$ cat config.mk
export PLATFORM = sky130hd
export DESIGN_NAME = layer_serializer
export DESIGN_NICKNAME = d
export VERILOG_FILES = /design/src/rtl/layer_serializer.sv
export SDC_FILE = /design/constraint.sdc
export NUM_CORES = 1
export LEC_CHECK = 0
export CAP_MARGIN = 20
export CORE_AREA = 5 5 209 231
export CTS_CLUSTER_SIZE = 16
export DETAILED_ROUTE_END_ITERATION = 8
export DIE_AREA = 0 0 214 236
export PLACE_DENSITY_LB_ADDON = 0.1
export SYNTH_ARGS = -nofsm -noshare
export SYNTH_HDL_FRONTEND = slang
export SYNTH_SLANG_ARGS = --single-unit
$ cat constraint.sdc
create_clock -name clk -period 18.7 [get_ports clk]
set_clock_uncertainty 0.05 [all_clocks]
set_input_delay 3.74 -clock clk [delete_from_list [all_inputs] [get_ports clk]]
set_output_delay 3.74 -clock clk [all_outputs]
set_load 0.005 [all_outputs]
$ cat src/rtl/layer_serializer.sv
// Parallel-to-serial stage: captures an NN-element layer output vector and replays it one element per clock.
// Optional sticky overrun flag enabled by defining LAYER_SER_OVF_EN.
module layer_serializer #(
  parameter int NN        = 30,
  parameter int dataWidth = 16
) (
  input  logic                      clk,
  input  logic                      rst,
  input  logic [NN-1:0]             i_valid,
  input  logic [NN*dataWidth-1:0]   i_data,
  output logic                      o_valid,
  output logic [dataWidth-1:0]      o_data,
  output logic                      busy,
  output logic                      ovf
);

  localparam int CW = $clog2(NN + 1);
  localparam logic [CW-1:0] CNT_LAST = CW'(NN);

  typedef enum logic {IDLE, SHIFT} state_t;

  state_t                  state, state_nxt;
  logic [CW-1:0]           cnt, cnt_nxt;
  logic [NN*dataWidth-1:0] vbuf, vbuf_nxt;
  logic [dataWidth-1:0]    o_data_nxt;
  logic                    o_valid_nxt;
  logic                    capture;
  logic                    unused_valid;

  // All neurons of a layer fire together, so only lane 0 carries information.
  assign unused_valid = ^i_valid[NN-1:1];

  assign busy    = (state == SHIFT) && (cnt != CNT_LAST);
  assign capture = i_valid[0] && !busy;

  always_ff @(posedge clk or posedge rst) begin
    if (rst) begin
      state   <= IDLE;
      cnt     <= '0;
      vbuf    <= '0;
      o_data  <= '0;
      o_valid <= 1'b0;
    end else begin
      state   <= state_nxt;
      cnt     <= cnt_nxt;
      vbuf    <= vbuf_nxt;
      o_data  <= o_data_nxt;
      o_valid <= o_valid_nxt;
    end
  end

  always_comb begin
    state_nxt   = state;
    cnt_nxt     = cnt;
    vbuf_nxt    = vbuf;
    o_data_nxt  = o_data;
    o_valid_nxt = o_valid;
    if (capture) begin
      // Element 0 goes straight to the output; the buffer keeps 1..NN-1 right-aligned.
      o_data_nxt  = i_data[dataWidth-1:0];
      o_valid_nxt = 1'b1;
      vbuf_nxt    = {{dataWidth{1'b0}}, i_data[NN*dataWidth-1:dataWidth]};
      cnt_nxt     = CW'(1);
      state_nxt   = SHIFT;
    end else if (state == SHIFT) begin
      if (cnt != CNT_LAST) begin
        o_data_nxt  = vbuf[dataWidth-1:0];
        vbuf_nxt    = {{dataWidth{1'b0}}, vbuf[NN*dataWidth-1:dataWidth]};
        cnt_nxt     = cnt + CW'(1);
        o_valid_nxt = 1'b1;
      end else begin
        o_valid_nxt = 1'b0;
        cnt_nxt     = '0;
        state_nxt   = IDLE;
      end
    end
  end

`ifdef LAYER_SER_OVF_EN
  always_ff @(posedge clk or posedge rst) begin
    if (rst) begin
      ovf <= 1'b0;
    end else if (i_valid[0] && busy) begin
      ovf <= 1'b1;
    end
  end
`else
  assign ovf = 1'b0;
`endif

endmodule

==> results.sh, run 1 <==
export IMPL_outcome="complete, no violations"
export IMPL_syn_nets=2665
export IMPL_wl_um=73400
export IMPL_antenna_found_initial=40
export IMPL_p_int_mw=2.47
export IMPL_synthMuxAreaShare_pct=20.9
export IMPL_drt_iter0_markers=1647
export IMPL_die_h_um=236
export IMPL_p_sw_mw=1.14
export IMPL_drv_slew=0
export IMPL_core_area_um2=45500
export IMPL_synth_xor_area_share_pct=0.0762
export IMPL_pin_count=531
export IMPL_final_util_pct=65.4
export IMPL_p_per_area_nw_per_um2=121
export IMPL_ir_drop_uv=67.8
export IMPL_relSlewSlack_pct=24.8
export IMPL_power_share_switching_pct=31.6
export IMPL_min_delay_path_class="flip-flop to flip-flop"
export IMPL_ant_nets=0
export IMPL_combPwrFrac_pct=25.2
export IMPL_drv_cap=0
export IMPL_seqPwrFrac_pct=45.4
export IMPL_dr_pass1_iters=5
export IMPL_grt_pass1_vias=19100
export IMPL_rows=82
export IMPL_htreeDepth=2
export IMPL_multiInputGateArea_um2=9680
export IMPL_cts_inserted_buffers=51
export IMPL_setup_viol=0
export IMPL_grt_max_degree=235
export IMPL_post_cts_buffers=0
export IMPL_synthArstFlopShare_pct=100
export IMPL_vias_per_cell=5.81
export IMPL_layout_common_cells="499 x clkdlybuf4s50_1, 486 x dfrtp_1, 481 x mux2i_1"
export IMPL_grt_pass1_wl_um=113000
export IMPL_worst_ep_required_time_ns=14.91
export IMPL_worst_pin_slew_ns=1.13
export IMPL_synthAdderAreaFrac_pct=0.109
export IMPL_cts_tree="yes"
export IMPL_end_kind="output pin"
export IMPL_drive_gt1_share_pct=4.38
export IMPL_cts_sink_count=487
export IMPL_ctsResizeCount=0
export IMPL_yosysUniqueCellTypes=23
export IMPL_synth_top_family_by_area="multiplexers"
export IMPL_finalHoldViolCount=0
export IMPL_critPathArrivalTime_ns=3.28
export IMPL_clock_fmax_mhz=141
export IMPL_grtUsageTotal_pct=28.0
export IMPL_worst_slack_ns=11.63
export IMPL_layout_commonest_cell="clkdlybuf4s50_1"
export IMPL_grt_setup_unrepaired="false"
export IMPL_finalCritPeriodShare_pct=37.8
export IMPL_initial_core_util_pct=50.6
export IMPL_synth_edf_count=0
export IMPL_pwr_share_clk_pct=29.4
export IMPL_yosys_area_share_simple_pct=10.6
export IMPL_pre_cts_ws_ns=11.71
export IMPL_worstPathCellList="inv_1 -> ha_1 -> nand4_4 -> nand2_2 -> inv_8 -> clkdlybuf4s50_1"
export IMPL_via_count=18500
export IMPL_synth_avg_cell_area_um2=10.7
export IMPL_clock_root_buffer="clkbuf_16"
export IMPL_gp_congestion=0.878
export IMPL_min_period_ns=7.07
export IMPL_grt_remaining_overflow=0
export IMPL_clock_latency_ns=0.59
export IMPL_place_inst=3051
export IMPL_yosysWarningCount=0
export IMPL_synth_ff_type="dfrtp_1"
export IMPL_syn_area_um2=23000
export IMPL_clk_pin_slew_worst_paths_ns=0.06
export IMPL_place_hpwl_um=49100
export IMPL_cts_hold_buf=0
export IMPL_worst_path_max_delay_cell="clkdlybuf4s50_1"
export IMPL_syn_inst=2151
export IMPL_cpPeakStageDelay_ns=0.63
export IMPL_die_w_um=214
export IMPL_startpoint_type="flip-flop"
export IMPL_fill_cells=3715
export IMPL_regArea_um2=12200
export IMPL_synth_compound_area_share_pct=10.3
export IMPL_yosysSeqAreaShare_pct=53.0
export IMPL_tns_ns=0
export IMPL_total_power_mw=3.61
export IMPL_synth_seq_cells=487
export IMPL_finalNonFillerCells=3175
export IMPL_path_class="flip-flop to output pin"
export IMPL_drcViolationCount=0
export IMPL_die_area_um2=50500
export IMPL_wire_per_inst_um=23.1
export IMPL_clockBufferDepth=3
export IMPL_crit_fanout=127
export IMPL_leakage_nw=13.5
export IMPL_port_buffers=500
export IMPL_synthToLayoutAreaGrowth_pct=29.3
export IMPL_layout_nets=3033
state kept, by name, indices dropped and copies added, names as in the netlist:
register	count
vbuf	464
o_data	16
cnt	5
o_valid	1
state	1
kinds of logic (layout without fill, tap and decap cells):
| family | count (synthesis) | count (layout) |
|---|---|---|
| AND/OR/NAND/NOR | 492 | 492 |
| flip-flops | 487 | 487 |
| multiplexers | 481 | 481 |
| AO/OA/AOI/OAI | 470 | 470 |
| buffers and inverters | 216 | 623 |
| adder cells (fa/ha/maj) | 2 | 2 |
| XOR/XNOR | 2 | 2 |
| other | 1 | 30 |
worst max-delay path, delay by kind of cell (launching register included):
family                   cells  cell delay (ns)
buffers and inverters        3             1.25
flip-flops                   1             0.40
adder cells (fa/ha/maj)      1             0.23
AND/OR/NAND/NOR              2             0.79
power by group through the flow:
| stage | combinational [mW] | sequential, mW | clock, mW |
|---|---|---|---|
| 5_1_grt | 1.02 | 1.68 | 1.12 |
| 6_report | 0.908 | 1.64 | 1.06 |
| 4_1_cts | 0.918 | 1.64 | 1.08 |
| 3_5_place_dp | 0.912 | 1.65 | 0 |
| 3_3_place_gp | 0.890 | 1.64 | 0 |
| 2_1_floorplan | 0.640 | 1.57 | 0 |
Yosys cell counts (2+ instances only):
library cell    n  share of area (%)
buf_1          45               0.73
xor2_1          2              0.076
nand3_1       466                 10
mux2i_1       481                 21
dfrtp_1       487                 53
o21ai_1       463                 10
nor2_1         19               0.31
buf_6          19               0.93
buf_2          74                1.6
o21ai_0         4              0.087
ha_1            2               0.11
nand2_1         4              0.065
inv_1           4              0.065
buf_4          26               0.85
clkbuf_1       47               0.77
path summary, 6_finish.rpt:
path	from	endpoint	slack (ns)	depth (start not counted)
max in group asynchronous	rst	vbuf[290]$_DFFE_PP0P_	13.01	5
min reg2reg	vbuf[291]$_DFFE_PP0P_	vbuf[275]$_DFFE_PP0P_	0.45	2
min in group asynchronous	rst	vbuf[201]$_DFFE_PP0P_	3.74	2
max reg2reg	cnt[0]$_DFFE_PP0P_	vbuf[89]$_DFFE_PP0P_	14.00	8
min	vbuf[291]$_DFFE_PP0P_	vbuf[275]$_DFFE_PP0P_	0.45	2
max	cnt[0]$_DFFE_PP0P_	busy	11.63	6
per-stage QoR:
step           cell area [µm²]  hold slack (ns)
5_1_grt                  29700            0.481
4_1_cts                  29600            0.457
6_report                 29700            0.452
3_5_place_dp             27800            0.442
2_1_floorplan            23000            0.418
3_3_place_gp             27800            0.429
area by class of cell:
type                            instances  share of cell area, %
Multi-Input combinational cell       1448                   32.5
Inverter                                5                  0.114
Timing Repair Buffer                  526                   17.8
Sequential cell                       487                   41.0
Tap cell                              588                   2.47
Antenna cell                           29                  0.244
Clock inverter                         15                  0.682
Clock buffer                           77                   5.17
layer usage:
metal | vias to the layer above | global-route usage [%] | routed length (µm)
li1 | 8562 | - | -
met1 | 9187 | 36.5 | 30000
met2 | 530 | 45.4 | 35900
met3 | 144 | 7.85 | 4960
met4 | 28 | 10.1 | 2320
met5 | - | 0 | 178
No activity file was read; power rests on OpenSTA's default activity.
==> run 2, diff against run 1 <==
--- a/config.mk
+++ b/config.mk
@@ -6,10 +6,10 @@
 export NUM_CORES = 1
 export LEC_CHECK = 0
 export CAP_MARGIN = 20
-export CORE_AREA = 5 5 209 231
+export CORE_AREA = 5 5 220 243
 export CTS_CLUSTER_SIZE = 16
 export DETAILED_ROUTE_END_ITERATION = 8
-export DIE_AREA = 0 0 214 236
+export DIE_AREA = 0 0 225 248
 export PLACE_DENSITY_LB_ADDON = 0.1
 export SYNTH_ARGS = -nofsm -noshare
 export SYNTH_HDL_FRONTEND = slang
==> constraint.sdc (replaced) <==
create_clock -name clk -period 5.8 [get_ports clk]
set_clock_uncertainty 0.05 [all_clocks]
set_input_delay 1.16 -clock clk [delete_from_list [all_inputs] [get_ports clk]]
set_output_delay 1.16 -clock clk [all_outputs]
set_load 0.005 [all_outputs]
==> run 2 against run 1 <==
  * Critical path type unchanged
  * Via count is 1.2% lower
  * First-iteration DRC count rose by 12%
  * Combinational power increased to 3.2 times the previous value
==> results.sh, run 2 (synthesized netlist as in run 1, its figures left out) <==
export IMPL_outcome="complete, no violations"
export IMPL_cts_hold_buf=0
export IMPL_layout_nets=3035
export IMPL_ctsResizeCount=0
export IMPL_worst_ep_required_time_ns=4.59
export IMPL_place_hpwl_um=48600
export IMPL_htreeDepth=2
export IMPL_drv_slew=0
export IMPL_crit_fanout=164
export IMPL_end_kind="output pin"
export IMPL_r2r_start="cnt[0]$_DFFE_PP0P_"
export IMPL_via_count=18200
export IMPL_grt_max_degree=249
export IMPL_clockBufferDepth=3
export IMPL_clock_fmax_mhz=211
export IMPL_grt_pass1_wl_um=111000
export IMPL_drcViolationCount=0
export IMPL_grtUsageTotal_pct=25.2
export IMPL_setup_worst_path_start="cnt[0]$_DFFE_PP0P_"
export IMPL_setup_viol=0
export IMPL_rows=87
export IMPL_startpoint_type="flip-flop"
export IMPL_clock_latency_ns=0.60
export IMPL_post_cts_buffers=0
export IMPL_path_class="flip-flop to output pin"
export IMPL_min_delay_path_class="flip-flop to flip-flop"
export IMPL_fin_area_um2=29800
export IMPL_cts_inserted_buffers=53
export IMPL_drt_iter0_markers=1842
export IMPL_pin_count=531
export IMPL_min_period_ns=4.73
export IMPL_die_area_um2=55800
export IMPL_vias_per_cell=5.63
export IMPL_grt_remaining_overflow=0
export IMPL_finalCritPeriodShare_pct=81.6
export IMPL_port_buffers=500
export IMPL_antenna_found_initial=36
export IMPL_final_util_pct=58.7
export IMPL_largest_reg_flops=464
export IMPL_finalHoldViolCount=0
export IMPL_dpl_instance_area_um2=28100
export IMPL_layout_common_cells="499 x clkdlybuf4s50_1, 486 x dfrtp_1, 481 x mux2i_1"
export IMPL_relSlewSlack_pct=13.7
export IMPL_cts_tree="yes"
export IMPL_worst_slack_ns=1.07
export IMPL_p_per_area_nw_per_um2=388
export IMPL_layout_commonest_cell="clkdlybuf4s50_1"
export IMPL_dr_pass1_iters=5
export IMPL_ir_drop_uv=251
export IMPL_synthToLayoutAreaGrowth_pct=29.7
export IMPL_worst_pin_slew_ns=1.29
export IMPL_critPathArrivalTime_ns=3.52
export IMPL_total_power_mw=11.6
export IMPL_drv_cap=0
export IMPL_gp_congestion=0.863
export IMPL_wl_um=73200
export IMPL_grt_setup_unrepaired="false"
export IMPL_clk_pin_slew_worst_paths_ns=0.06
export IMPL_die_w_um=225
export IMPL_leakage_nw=13.5
export IMPL_initial_core_util_pct=45.2
export IMPL_hp_start="vbuf[238]$_DFFE_PP0P_"
export IMPL_wire_per_inst_um=22.6
export IMPL_top_regs="vbuf x464, o_data x16, cnt x5"
export IMPL_ant_nets=0
export IMPL_clock_root_buffer="clkbuf_16"
export IMPL_die_h_um=248
export IMPL_grt_pass1_vias=19000
export IMPL_pre_cts_ws_ns=1.73
export IMPL_regMostFlops="vbuf"
export IMPL_cts_sink_count=487
export IMPL_core_area_um2=50800
export IMPL_drive_gt1_share_pct=4.15
## run 2: cell type report
class	count	area, µm²
Sequential cell	487	12200
Inverter	5	30.0
Timing Repair Buffer	526	5350
Multi-Input combinational cell	1448	9680
Fill cell	4397	21000
Antenna cell	16	40.0
Clock buffer	81	1560
Clock inverter	10	154
Tap cell	667	835
## run 2: layer usage
layer  vias to the layer above  share of wire (%)  GRT usage, %  wire length (µm)
met2                       447                 49          41.1             35900
met4                        38                2.6          8.06              1870
met5                         -               0.34             0               248
li1                       8539                  -             -                 -
met1                      9073                 41          32.6             30300
met3                       133                6.6          7.33              4850
## run 2: power by group
group	internal [mW]	switching, mW
combinational	1.38	1.53
clock	2.02	1.38
sequential	4.55	0.739
total	7.94	3.65
## run 2: final timing paths
check                                        end  slack (ns)  cells after the start
setup / recovery                            busy        1.07                      6
hold / removal             vbuf[222]$_DFFE_PP0P_        0.44                      2
setup reg to reg           vbuf[138]$_DFFE_PP0P_        2.16                      7
hold reg to reg            vbuf[222]$_DFFE_PP0P_        0.44                      2
max in group asynchronous  vbuf[336]$_DFFE_PP0P_        3.39                      3
min in group asynchronous  vbuf[282]$_DFFE_PP0P_        1.04                      2
## run 2: critical path, cell delays in order, from the launching register on
cell and delay [ns]:
dfrtp_1 0.39, inv_1 0.07, ha_1 0.22, nand4_4 0.47, nand2_2 0.26, inv_8 0.62
clkdlybuf4s50_1 0.67
## run 2: metrics by stage
step | instances | hold slack [ns] | setup TNS [ns]
finish | 3240 | 0.437 | 0
global route | 3232 | 0.476 | 0
CTS | 3224 | 0.438 | 0
detailed placement | 3133 | 0.439 | 0
global placement | 3132 | 0.431 | 0
floorplan | 2151 | 0.418 | -980.16
==> run 3, diff against run 2 <==
--- a/config.mk
+++ b/config.mk
@@ -6,10 +6,10 @@
 export NUM_CORES = 1
 export LEC_CHECK = 0
 export CAP_MARGIN = 20
-export CORE_AREA = 5 5 220 243
+export CORE_AREA = 5 5 209 231
 export CTS_CLUSTER_SIZE = 16
 export DETAILED_ROUTE_END_ITERATION = 8
-export DIE_AREA = 0 0 225 248
+export DIE_AREA = 0 0 214 236
 export PLACE_DENSITY_LB_ADDON = 0.1
 export SYNTH_ARGS = -nofsm -noshare
 export SYNTH_HDL_FRONTEND = slang
==> constraint.sdc (replaced) <==
create_clock -name clk -period 4.41 [get_ports clk]
set_clock_uncertainty 0.05 [all_clocks]
set_input_delay 0.882 -clock clk [delete_from_list [all_inputs] [get_ports clk]]
set_output_delay 0.882 -clock clk [all_outputs]
set_load 0.005 [all_outputs]
==> run 3 against run 2 <==
  * Core utilization increased by 6.9 points
  * Worst hold slack improved by 0.021 ns
  * Cell count is 1.9% lower
  * First-iteration DRC count shrank 1.2%
  * Non-clock buffer count rose by 3
  * Clock-buffer cell count shrank 1
  * Sequential power up 32%
  * Setup slack got worse by 0.25 ns
  * Critical path depth unchanged
  * Global-route usage rose by 2.5 points
  * Sequential cell count is the same
  * Largest power group unchanged
==> results.sh, run 3 (synthesized netlist as in run 1, its figures left out) <==
export IMPL_vias_per_cell=5.77
export IMPL_cts_sink_count=487
export IMPL_die_h_um=236
export IMPL_place_hpwl_um=48500
export IMPL_die_area_um2=50500
export IMPL_clock_latency_ns=0.59
export IMPL_largest_reg_flops=464
export IMPL_leakage_nw=13.5
export IMPL_total_power_mw=15.3
export IMPL_finalCritPeriodShare_pct=81.6
export IMPL_layout_commonest_cell="clkdlybuf4s50_1"
export IMPL_final_util_pct=65.6
export IMPL_min_period_ns=3.60
export IMPL_regArea_um2=12200
export IMPL_clk_pin_slew_worst_paths_ns=0.06
export IMPL_pwr_share_clk_pct=29.3
export IMPL_setup_viol=0
export IMPL_drt_met1_wl_um=29400
export IMPL_gp_congestion=0.901
export IMPL_p_per_area_nw_per_um2=511
export IMPL_post_cts_buffers=0
export IMPL_drv_slew=0
export IMPL_layout_common_cells="499 x clkdlybuf4s50_1, 486 x dfrtp_1, 481 x mux2i_1"
export IMPL_p_int_mw=10.4
export IMPL_pre_cts_ws_ns=1.42
export IMPL_rows=82
export IMPL_grt_max_degree=237
export IMPL_cts_tree="yes"
export IMPL_cts_hold_buf=0
export IMPL_layout_nets=3036
export IMPL_antenna_found_initial=39
export IMPL_regMostFlops="vbuf"
export IMPL_cts_inserted_buffers=51
export IMPL_synthToLayoutAreaGrowth_pct=29.7
export IMPL_clockBufferDepth=3
export IMPL_wl_met3_um=4770
export IMPL_power_share_switching_pct=31.6
export IMPL_htreeDepth=2
export IMPL_pin_count=531
export IMPL_port_buffers=500
export IMPL_cpPeakStageDelay_ns=0.62
export IMPL_end_kind="output pin"
export IMPL_whs_ns=0.458
export IMPL_via_count=18400
export IMPL_outcome="complete, no violations"
export IMPL_path_class="flip-flop to output pin"
export IMPL_dr_max_layer_used="met5"
export IMPL_grtUsageTotal_pct=27.6
export IMPL_drv_cap=0
export IMPL_wl_um=72300
export IMPL_worst_pin_slew_ns=1.30
export IMPL_wire_per_inst_um=22.7
export IMPL_p_sw_mw=4.81
export IMPL_worst_slack_ns=0.813
export IMPL_fill_cells=3608
export IMPL_finalHoldViolCount=0
export IMPL_path_buf_inv=3
export IMPL_worst_path_max_delay_cell="clkdlybuf4s50_1"
export IMPL_worst_ep_required_time_ns=3.48
export IMPL_seqPwrFrac_pct=45.6
export IMPL_grt_setup_unrepaired="false"
export IMPL_crit_family="buffers and inverters"
export IMPL_grt_pass1_vias=18900
export IMPL_top_regs="vbuf x464, o_data x16, cnt x5"
export IMPL_ir_drop_uv=294
export IMPL_dr_pass1_iters=5
export IMPL_startpoint_type="flip-flop"
export IMPL_relSlewSlack_pct=13.5
export IMPL_drcViolationCount=0
export IMPL_grt_pass1_wl_um=112000
export IMPL_crit_fanout=103
export IMPL_combPwrFrac_pct=25.2
export IMPL_initial_core_util_pct=50.6
export IMPL_multiInputGateArea_um2=9680
export IMPL_min_delay_path_class="flip-flop to flip-flop"
export IMPL_core_area_um2=45500
export IMPL_drt_iter0_markers=1819
export IMPL_die_w_um=214
export IMPL_critPathArrivalTime_ns=2.66
export IMPL_drive_gt1_share_pct=4.45
export IMPL_tns_ns=0
export IMPL_ctsResizeCount=0
export IMPL_clock_root_buffer="clkbuf_16"
export IMPL_grt_remaining_overflow=0
export IMPL_ant_nets=0
export IMPL_wl_met2_um=36000
export IMPL_clock_fmax_mhz=278
export IMPL_worstPathCellList="inv_1 -> ha_1 -> nand4_4 -> nand2_2 -> inv_8 -> clkdlybuf4s50_1"
[run 3: power by group through the flow]
stage | registers, mW | clock network [mW] | logic [mW]
6_report | 6.96 | 4.46 | 3.84
2_1_floorplan | 6.64 | 0 | 2.72
4_1_cts | 6.94 | 4.54 | 3.89
3_3_place_gp | 6.97 | 0 | 3.77
5_1_grt | 7.13 | 4.72 | 4.33
3_5_place_dp | 7.00 | 0 | 3.86
[run 3: final cells by class]
class | count | area share, %
tap | 588 | 2.47
sequential | 487 | 40.9
timing repair buffer | 529 | 18.1
multi-input combinational | 1448 | 32.4
inverter | 5 | 0.101
antenna | 29 | 0.243
clock buffer | 80 | 5.22
clock inverter | 13 | 0.575
[run 3: per-layer routing]
metal	global-route usage, %	vias up
met3	7.54	115
met2	45.6	585
met4	9.39	22
li1	-	8559
met1	35.6	9072
met5	0	-
[run 3: final timing paths]
path / from / to / slack (ns) / cells past startpoint
worst max-delay path: cnt[0]$_DFFE_PP0P_ / busy / 0.81 / 6
worst min-delay path: vbuf[312]$_DFFE_PP0P_ / vbuf[296]$_DFFE_PP0P_ / 0.46 / 2
worst max register to register: cnt[0]$_DFFE_PP0P_ / vbuf[317]$_DFFE_PP0P_ / 1.46 / 7
worst min register to register: vbuf[312]$_DFFE_PP0P_ / vbuf[296]$_DFFE_PP0P_ / 0.46 / 2
max in group asynchronous: rst / vbuf[68]$_DFFE_PP0P_ / 2.68 / 3
min in group asynchronous: rst / vbuf[434]$_DFFE_PP0P_ / 0.62 / 2
[run 3: metrics by stage]
| stage | std cells | cell area (µm²) |
|---|---|---|
| after global placement | 3057 | 28000 |
| after global routing | 3171 | 29800 |
| after CTS | 3150 | 29800 |
| after floorplan | 2151 | 23000 |
| final | 3179 | 29800 |
| after detailed placement | 3057 | 28000 |
[run 3: worst min-delay path: cells and delay by family, from the launching register on]
family | cells | cell delay [ns]
simple gates | 1 | 0.06
compound gates | 1 | 0.07
flops | 1 | 0.34
